File: src/rtl/nd_loop_counter.sv
// Purpose : N-dimensional nested-loop counter emitting index tuples and a linear address (base + sum idx*stride).
// Latency : first tuple valid the cycle after an accepted start; one tuple per valid&ready handshake.
// Backpr. : ready=0 holds count/addr/last/dim_wrap stable; abort ends the job without a done pulse.
//
// Ports:
//   clk, rst          clock and synchronous active-high reset
//   start, abort      job start (IDLE only) and job terminate
//   cfg_max           per-dim trip count, dim d at [d*WIDTH +: WIDTH]
//   cfg_stride        per-dim address stride, dim d at [d*ADDR_W +: ADDR_W]
//   cfg_base          job start address
//   ready / valid     tuple handshake
//   count, addr       current index tuple and its linear address
//   last, dim_wrap    final-tuple flag and per-dim wrap flags
//   busy, done        job in progress; one-cycle completion pulse
//   cfg_err           one-cycle pulse when a start is rejected (some max == 0)
module nd_loop_counter #(
    parameter int NDIM   = 3,
    parameter int WIDTH  = 32,
    parameter int ADDR_W = 32
) (
    input  logic                    clk,
    input  logic                    rst,
    input  logic                    start,
    input  logic                    abort,
    input  logic [NDIM*WIDTH-1:0]   cfg_max,
    input  logic [NDIM*ADDR_W-1:0]  cfg_stride,
    input  logic [ADDR_W-1:0]       cfg_base,
    input  logic                    ready,
    output logic                    valid,
    output logic [NDIM*WIDTH-1:0]   count,
    output logic [ADDR_W-1:0]       addr,
    output logic                    last,
    output logic [NDIM-1:0]         dim_wrap,
    output logic                    busy,
    output logic                    done,
    output logic                    cfg_err
);

    typedef enum logic {IDLE, RUN} state_t;

    state_t state_q, state_d;

    logic [NDIM-1:0][WIDTH-1:0]  cnt_q,    cnt_d;
    logic [NDIM-1:0][WIDTH-1:0]  max_q,    max_d;
    logic [NDIM-1:0][ADDR_W-1:0] stride_q, stride_d;
    // part_q[d] tracks cnt_q[d]*stride_q[d] incrementally so no multiplier is needed.
    logic [NDIM-1:0][ADDR_W-1:0] part_q,   part_d;
    logic [ADDR_W-1:0]           base_q,   base_d;
    logic                        done_q,   done_d;
    logic                        err_q,    err_d;

    // Advance values and wrap flags derived from the current tuple.
    logic [NDIM-1:0][WIDTH-1:0]  adv_cnt;
    logic [NDIM-1:0][ADDR_W-1:0] adv_part;
    logic [NDIM-1:0]             wrap_c;
    logic                        any_zero;
    logic [ADDR_W-1:0]           addr_sum;
    logic                        running;

    assign running = (state_q == RUN);

    // Carry chain: a dim steps only when every inner dim wraps; a dim at
    // max-1 that steps returns to zero and passes the carry outward.
    always_comb begin
        logic carry;
        logic at_max;
        carry    = 1'b1;
        adv_cnt  = cnt_q;
        adv_part = part_q;
        wrap_c   = '0;
        for (int d = 0; d < NDIM; d++) begin
            at_max = (cnt_q[d] == (max_q[d] - WIDTH'(1)));
            if (carry) begin
                if (at_max) begin
                    adv_cnt[d]  = '0;
                    adv_part[d] = '0;
                end else begin
                    adv_cnt[d]  = cnt_q[d] + WIDTH'(1);
                    adv_part[d] = part_q[d] + stride_q[d];
                end
            end
            carry     = carry & at_max;
            wrap_c[d] = carry;
        end
    end

    always_comb begin
        any_zero = 1'b0;
        for (int d = 0; d < NDIM; d++) begin
            if (cfg_max[d*WIDTH +: WIDTH] == '0) begin
                any_zero = 1'b1;
            end
        end
    end

    always_comb begin
        addr_sum = base_q;
        for (int d = 0; d < NDIM; d++) begin
            addr_sum = addr_sum + part_q[d];
        end
    end

    // Next-state logic.
    always_comb begin
        state_d  = state_q;
        cnt_d    = cnt_q;
        part_d   = part_q;
        max_d    = max_q;
        stride_d = stride_q;
        base_d   = base_q;
        done_d   = 1'b0;
        err_d    = 1'b0;
        case (state_q)
            IDLE: begin
                // abort in IDLE swallows a simultaneous start.
                if (start && !abort) begin
                    if (any_zero) begin
                        err_d = 1'b1;
                    end else begin
                        max_d    = cfg_max;
                        stride_d = cfg_stride;
                        base_d   = cfg_base;
                        cnt_d    = '0;
                        part_d   = '0;
                        state_d  = RUN;
                    end
                end
            end
            RUN: begin
                if (abort) begin
                    state_d = IDLE;
                    cnt_d   = '0;
                    part_d  = '0;
                end else if (ready) begin
                    if (wrap_c[NDIM-1]) begin
                        state_d = IDLE;
                        cnt_d   = '0;
                        part_d  = '0;
                        done_d  = 1'b1;
                    end else begin
                        cnt_d  = adv_cnt;
                        part_d = adv_part;
                    end
                end
            end
            default: state_d = IDLE;
        endcase
    end

    always_ff @(posedge clk) begin
        if (rst) begin
            state_q  <= IDLE;
            cnt_q    <= '0;
            part_q   <= '0;
            max_q    <= '0;
            stride_q <= '0;
            base_q   <= '0;
            done_q   <= 1'b0;
            err_q    <= 1'b0;
        end else begin
            state_q  <= state_d;
            cnt_q    <= cnt_d;
            part_q   <= part_d;
            max_q    <= max_d;
            stride_q <= stride_d;
            base_q   <= base_d;
            done_q   <= done_d;
            err_q    <= err_d;
        end
    end

    // Config stays latched after a job, so address and wrap flags are gated
    // to read zero outside RUN.
    assign valid    = running;
    assign busy     = running;
    assign count    = cnt_q;
    assign addr     = running ? addr_sum : '0;
    assign dim_wrap = running ? wrap_c : '0;
    assign last     = running & wrap_c[NDIM-1];
    assign done     = done_q;
    assign cfg_err  = err_q;

endmodule

File: config.mk
export PLATFORM = sky130hd
export DESIGN_NAME = nd_loop_counter
export DESIGN_NICKNAME = d
export VERILOG_FILES = /design/src/rtl/nd_loop_counter.sv
export SDC_FILE = /design/constraint.sdc
export NUM_CORES = 1
export LEC_CHECK = 0
export ABC_AREA = 1
export CAP_MARGIN = 20
export CELL_PAD_IN_SITES_DETAIL_PLACEMENT = 0
export CELL_PAD_IN_SITES_GLOBAL_PLACEMENT = 1
export CORE_MARGIN = 5
export CORE_UTILIZATION = 50
export CTS_CLUSTER_SIZE = 25
export DETAILED_ROUTE_END_ITERATION = 10
export DONT_BUFFER_PORTS = 1
export PLACE_DENSITY_LB_ADDON = 0.1
export SLEW_MARGIN = 40
export SYNTH_ARGS = -nofsm -noshare
export SYNTH_HDL_FRONTEND = slang
export SYNTH_SLANG_ARGS = --single-unit
File: constraint.sdc
create_clock -name clk -period 8.2 [get_ports clk]
set_clock_uncertainty 0.15 [all_clocks]
set_input_delay 1.64 -clock clk [delete_from_list [all_inputs] [get_ports clk]]
set_output_delay 1.64 -clock clk [all_outputs]
set_load 0.01 [all_outputs]
==> results of run 1 <==
## stage by stage
stage,setup slack (ps),instance area (µm²),instances,total power [µW]
4_1_cts,1410,32500,5415,5340
6_report,1430,32500,5416,5320
2_1_floorplan,2930,30400,4702,2900
3_3_place_gp,2070,30900,5329,3120
5_1_grt,1090,32500,5416,5560
3_5_place_dp,2050,30900,5329,3130
## worst max path at each step
stage	from	to	slack, ps
floorplan	part_q[33]	addr[25]	2930
global placement	part_q[33]	addr[25]	2070
detailed placement	part_q[1]	addr[25]	2050
CTS	part_q[1]	addr[25]	1410
global route	part_q[1]	addr[25]	1090
finish	part_q[65]	addr[21]	1430
## logic make-up after synthesis
logic type                 after synthesis  synth area share [%]
AOI/OAI and AO/OA                      760                  13.3
xor gates and xnor gates               245                  7.05
adders and majority gates              195                  9.62
buffers and inverters                  581                  7.40
DFF                                    419                  27.6
and+or+nand+nor                       2502                  35.1
## synthesized netlist by cell type, types with 7 or more instances
library cell / instances / area (µm²)
clkbuf_1: 132 / 495
a21oi_1: 489 / 2450
nand2_2: 7 / 43.8
dfxtp_1: 419 / 8390
ha_1: 130 / 1630
a31oi_1: 15 / 93.8
buf_4: 10 / 75.1
o21a_1: 15 / 113
o221ai_1: 8 / 70.1
a21o_1: 10 / 75.1
nand3b_1: 26 / 195
nand3_1: 428 / 2140
xor2_1: 171 / 1500
or2_2: 16 / 100
nor2_2: 11 / 68.8
nor2_1: 591 / 2220
nor3_1: 77 / 385
inv_2: 10 / 37.5
inv_1: 402 / 1510
buf_1: 10 / 37.5
buf_2: 14 / 70.1
o21bai_1: 18 / 135
nand2_1: 1204 / 4520
xnor2_1: 74 / 648
o211ai_1: 7 / 52.6
fa_1: 65 / 1300
nor4_1: 32 / 200
o21ai_1: 13 / 65.1
o21ai_0: 163 / 816
nand4_1: 74 / 463
## area by class of cell
class	instances	share of cell area, %
well taps	782	3.01
inverters	413	4.80
clock buffers	69	4.32
clock inverters	17	0.616
multi-input cells	3702	61.1
flip-flops and latches	419	25.8
repair buffers	13	0.351
diodes	1	0.00771
## power breakdown
group          switching (µW)  total, µW  internal [µW]
Clock                     909       2220           1310
Combinational             638        922            284
Sequential               82.2       2180           2100
## flip-flops by register name, indices dropped and copies added, names as in the netlist
register and cells:
count 96, max_q 96, part_q 96, stride_q 96
base_q 32, busy 1, cfg_err 1, done 1
## per-layer routing
metal	up-vias	part of all wire (%)	GRT usage (%)
met5	-	0	0
met4	0	4.0	11.1
met3	173	8.6	6.85
met2	1094	43	50.2
met1	13900	44	43.6
li1	15200	-	-
## worst max-delay path: stages, from the launching register on
cell	delay (ps)
dfxtp_1	420
fa_1	470
fa_1	530
ha_1	190
fa_1	200
nand2_1	70
nand2_1	70
o21ai_0	130
o21ai_0	590
inv_1	70
o21ai_0	350
nand2_1	90
nand2_1	130
nand2_1	60
nand2_1	90
nand2_1	80
nand2_1	80
o21ai_0	70
a21oi_1	670
==> results.cfg, run 1 <==
[clock_tree]
clk_pin_slew_ps = 60
cts_sinks = 419
cts-root-buf = clkbuf_16
cts_buffer_depth = 3
cts_tree = done
cts-resized-gates = 0
cts_inserted_buffers = 48
h-tree-depth = 2
ctsHoldBuffers = 0
clk_latency_ps = 600
postCtsSetupBuffers = 0

[setup_path]
rr_startpoint = max_q[32]
crit_required_ps = 6410
regToRegEndpoint = part_q[90]
arrival_ps = 4980
crit_fanout = 5
endpoint_kind = output port
startpoint_type = flip-flop
crit_type = flip-flop to output port
r2r_cells = 20
rrSetupSlack_ps = 3430

[die]
rows = 90
io_pins = 365
start_util_pct = 50.4
die_y_um = 257
die_x_um = 257
core_area_um2 = 60400
die_area_um2 = 65900

[synthesis]
syn-num-nets = 5126
async_flop_share_pct = 0
netlist_area_um2 = 30400
avgSynthCellArea_um2 = 6.47
yosys_warnings = 0
synth_ff_type = dfxtp_1
synth-seq-cells = 419
yosysSeqAreaShare_pct = 27.6
synth.distinct_cells = 55
synth_edf_count = 0
synthCells = 4702

[layout]
area_growth_pct = 6.70
fin_util_pct = 53.8
fillers = 6295
drive_gt1_share_pct = 3.48
multi_input_area_um2 = 19800
final_common_cell = nand2_1
final_cell_mix = 1,203 x nand2_1, 589 x nor2_1, 489 x a21oi_1, 426 x nand3_1, 418 x dfxtp_1
nNetsFinal = 5021
regArea_um2 = 8390

[run_status]
status = completed

[drt]
vias = 30500
drc = 0
via_per_inst = 5.62
routedWlPerCell_um = 20.5
ant_nets = 0
drt_first_pass_iters = 6
first_iter_violations = 2730
drt-total-wl_um = 111000

[min_path]
holdPathStages = 2
hold_start = stride_q[15]
hold_class = flip-flop to flip-flop
min_to = stride_q[15]

[sta]
setup_viol_count_final = 0
tns_ps = 0
report.final.slew_viol_count = 0
worst_slew_pin_slew_ps = 1030
finalCriticalPeriod_ps = 6770
rsz0062_at_grt = no
fin_worst_hold_slack_ps = 321
max_slew_margin_pct = 31.0
final_hold_viol_count = 0
fin_crit_sh_pct = 82.6
fmax_mhz = 148

[pwr]
power.leakage_uw = 0.0141
power_density_nw_per_um2 = 164
irDropWorstVdd_mv = 0.141

[placed_design]
dp_hpwl_um = 86500
numPortBuffers = 0
gp_congestion = 1.01

[flow_run]
cap_viol_max_count = 0

[global_routing]
grt_pass1_wl_um = 167000
grt_util_all_layers_pct = 31.9
antenna_found_initial = 1
grt_pass1_vias = 28200
grt_max_degree = 295
grt_overflow = 0
(Power assumes the default switching activity.)
==> inputs of run 2 (changes only) <==
Settings changed: CORE_UTILIZATION 50 to 42.
Clock period 8.2 ns to 5.8 ns, I/O delays scaled along.
==> run 2 against run 1 <==
Effect of this change:
- the run now ends with max-slew violations left
- global-route usage decreased by 0.84 points
- worst hold slack got worse by 4.6 ps
- total power increased by 45%
- final area increased by 1.6%
- wire length increased by 14%
- core utilization decreased by 7.8 points
- sequential cell count unchanged
- register-to-register slack got worse by 2100 ps
- critical path type unchanged
- largest power group unchanged
==> results.cfg, run 2 (same netlist as run 1, synthesis figures left out) <==
[run_status]
status = finished, violations left
violations = max-slew violations

[global_routing]
grt_pass1_wl_um = 187000
grt_overflow = 0
grt_pass1_vias = 29500
grt_max_degree = 295
antenna_found_initial = 3
grt_util_all_layers_pct = 31.1

[clock_tree]
postCtsSetupBuffers = 0
cts_buffer_depth = 3
cts-root-buf = clkbuf_16
clk_pin_slew_ps = 60
clk_latency_ps = 620
ctsHoldBuffers = 0
cts_tree = done
h-tree-depth = 2
cts_inserted_buffers = 51
cts_sinks = 419

[sta]
worst_slew_pin_slew_ps = 1670
final_hold_viol_count = 0
report.final.slew_viol_count = 110
fin_crit_sh_pct = 96.8
max_slew_margin_pct = -11.5
setup_viol_count_final = 0
fmax_mhz = 178
finalCriticalPeriod_ps = 5610
rsz0062_at_grt = yes

[layout]
fin_cells = 5611
insertedDiodeCount = 0
area_growth_pct = 8.42
fin_area_um2 = 33000
final_common_cell = nand2_1
nNetsFinal = 5044
drive_gt1_share_pct = 4.12
final_cell_mix = 1,202 x nand2_1, 589 x nor2_1, 489 x a21oi_1, 426 x nand3_1, 415 x dfxtp_1

[drt]
drc = 0
drt_first_pass_iters = 6
routedWlPerCell_um = 22.6
vias = 30900
first_iter_violations = 2287
via_per_inst = 5.50
drt-total-wl_um = 127000
ant_nets = 0

[setup_path]
crit_type = flip-flop to output port
crit_required_ps = 4490
endpoint_kind = output port
crit_path_cell_trace = fa_1 -> fa_1 -> ha_1 -> nand2_1 -> nor4_1 -> a21oi_1 -> or3b_2 -> nand3_1 -> nand2_1 -> nor2_2 -> buf_4
cp_slowest_cell = or3b_2
cpLargestDelayFamily = simple AND/OR/NAND/NOR gates
arrival_ps = 4300
crit_fanout = 6
startpoint_type = flip-flop
slowest_delay_ps = 530
critPathBufInv = 1

[flow_run]
cap_viol_max_count = 0

[die]
start_util_pct = 42.4
die_y_um = 279
core_area_um2 = 71700
io_pins = 365
rows = 98
die_x_um = 279
die_area_um2 = 77900

[min_path]
hold_class = flip-flop to flip-flop

[placed_design]
numPortBuffers = 0
gp_congestion = 0.979
placedCellCount = 5516
dp_hpwl_um = 101000
placed_cell_area_um2 = 31300

[pwr]
irDropWorstVdd_mv = 0.231
power_uw = 7700
power_density_nw_per_um2 = 233
power.leakage_uw = 0.0143
-- run 2: cell count changes in the layout (fill, tap and decap cells not counted), moves of 4 or more --
cell / delta
buf_12: +4
buf_4: +16
clkbuf_1: +5
clkbuf_8: -5
o21ai_0: -5
-- run 2: cell type report --
class	count	area, µm²
clock inverters	22	239
clock buffers	72	1430
fillers	7719	38700
inverters	413	1560
repair buffers	33	330
multi-input cells	3702	19900
flip-flops and latches	419	8390
well taps	950	1190
-- run 2: metrics by stage --
| step | util [%] | setup TNS [ps] | setup WS (ps) | hold slack [ps] |
|---|---|---|---|---|
| global placement | 43.6 | 0 | 391 | 310 |
| global route | 46.0 | -64.5 | -64.5 | 347 |
| floorplan | - | 0 | 1010 | 295 |
| finish | 46.0 | 0 | 187 | 317 |
| CTS | 45.9 | 0 | 22.7 | 322 |
| detailed placement | 43.6 | 0 | 441 | 311 |
-- run 2: timing repair --
action	CTS	global route
resized for setup	4	11
endpoints found under the setup margin	3	8
pin swaps	0	1
gates cloned	0	0
hold endpoints to repair	0	0
-- run 2: layer usage --
metal	share of wire, %	track usage, %	vias to the layer above
li1	-	-	15300
met1	43	40.3	14500
met2	47	53.1	869
met3	6.1	5.38	174
met4	3.5	9.60	6
met5	0.032	0	-
-- run 2: path summary, 6_finish.rpt --
check | start | end | slack, ps | cells past startpoint
setup reg to reg | max_q[64] | part_q[93] | 1320 | 18
hold / removal | stride_q[92] | stride_q[92] | 320 | 2
hold reg to reg | stride_q[92] | stride_q[92] | 320 | 2
setup / recovery | part_q[76] | addr[31] | 190 | 11
-- run 2: report_power, final --
group	switching (µW)	internal, µW	total, µW	leakage (µW)
sequential	132	2970	3100	0.00341
clock	1370	1890	3260	0.000810
combinational	924	415	1340	0.0101
-- run 2: worst register-to-register path, stage by stage (launching register included) --
cell and delay (ps):
dfxtp_1 330, inv_1 140, ha_1 250, nand2_1 130
nor2_1 410, nand2_1 180, nor2_1 300, nand2_1 120
nand3_1 140, nor2_1 50, nand2_1 90, nor2_1 40
nand3_1 270, nand2_2 540, inv_2 530, nand2_1 150
nor2_2 400, nand2_1 110, nand2_1 70
==> inputs of run 3 (changes only) <==
Settings changed: CTS_CLUSTER_SIZE 25 to 24.
==> results of run 3 <==
Same layout as run 2: the final DEF is identical, and so are final timing and power.
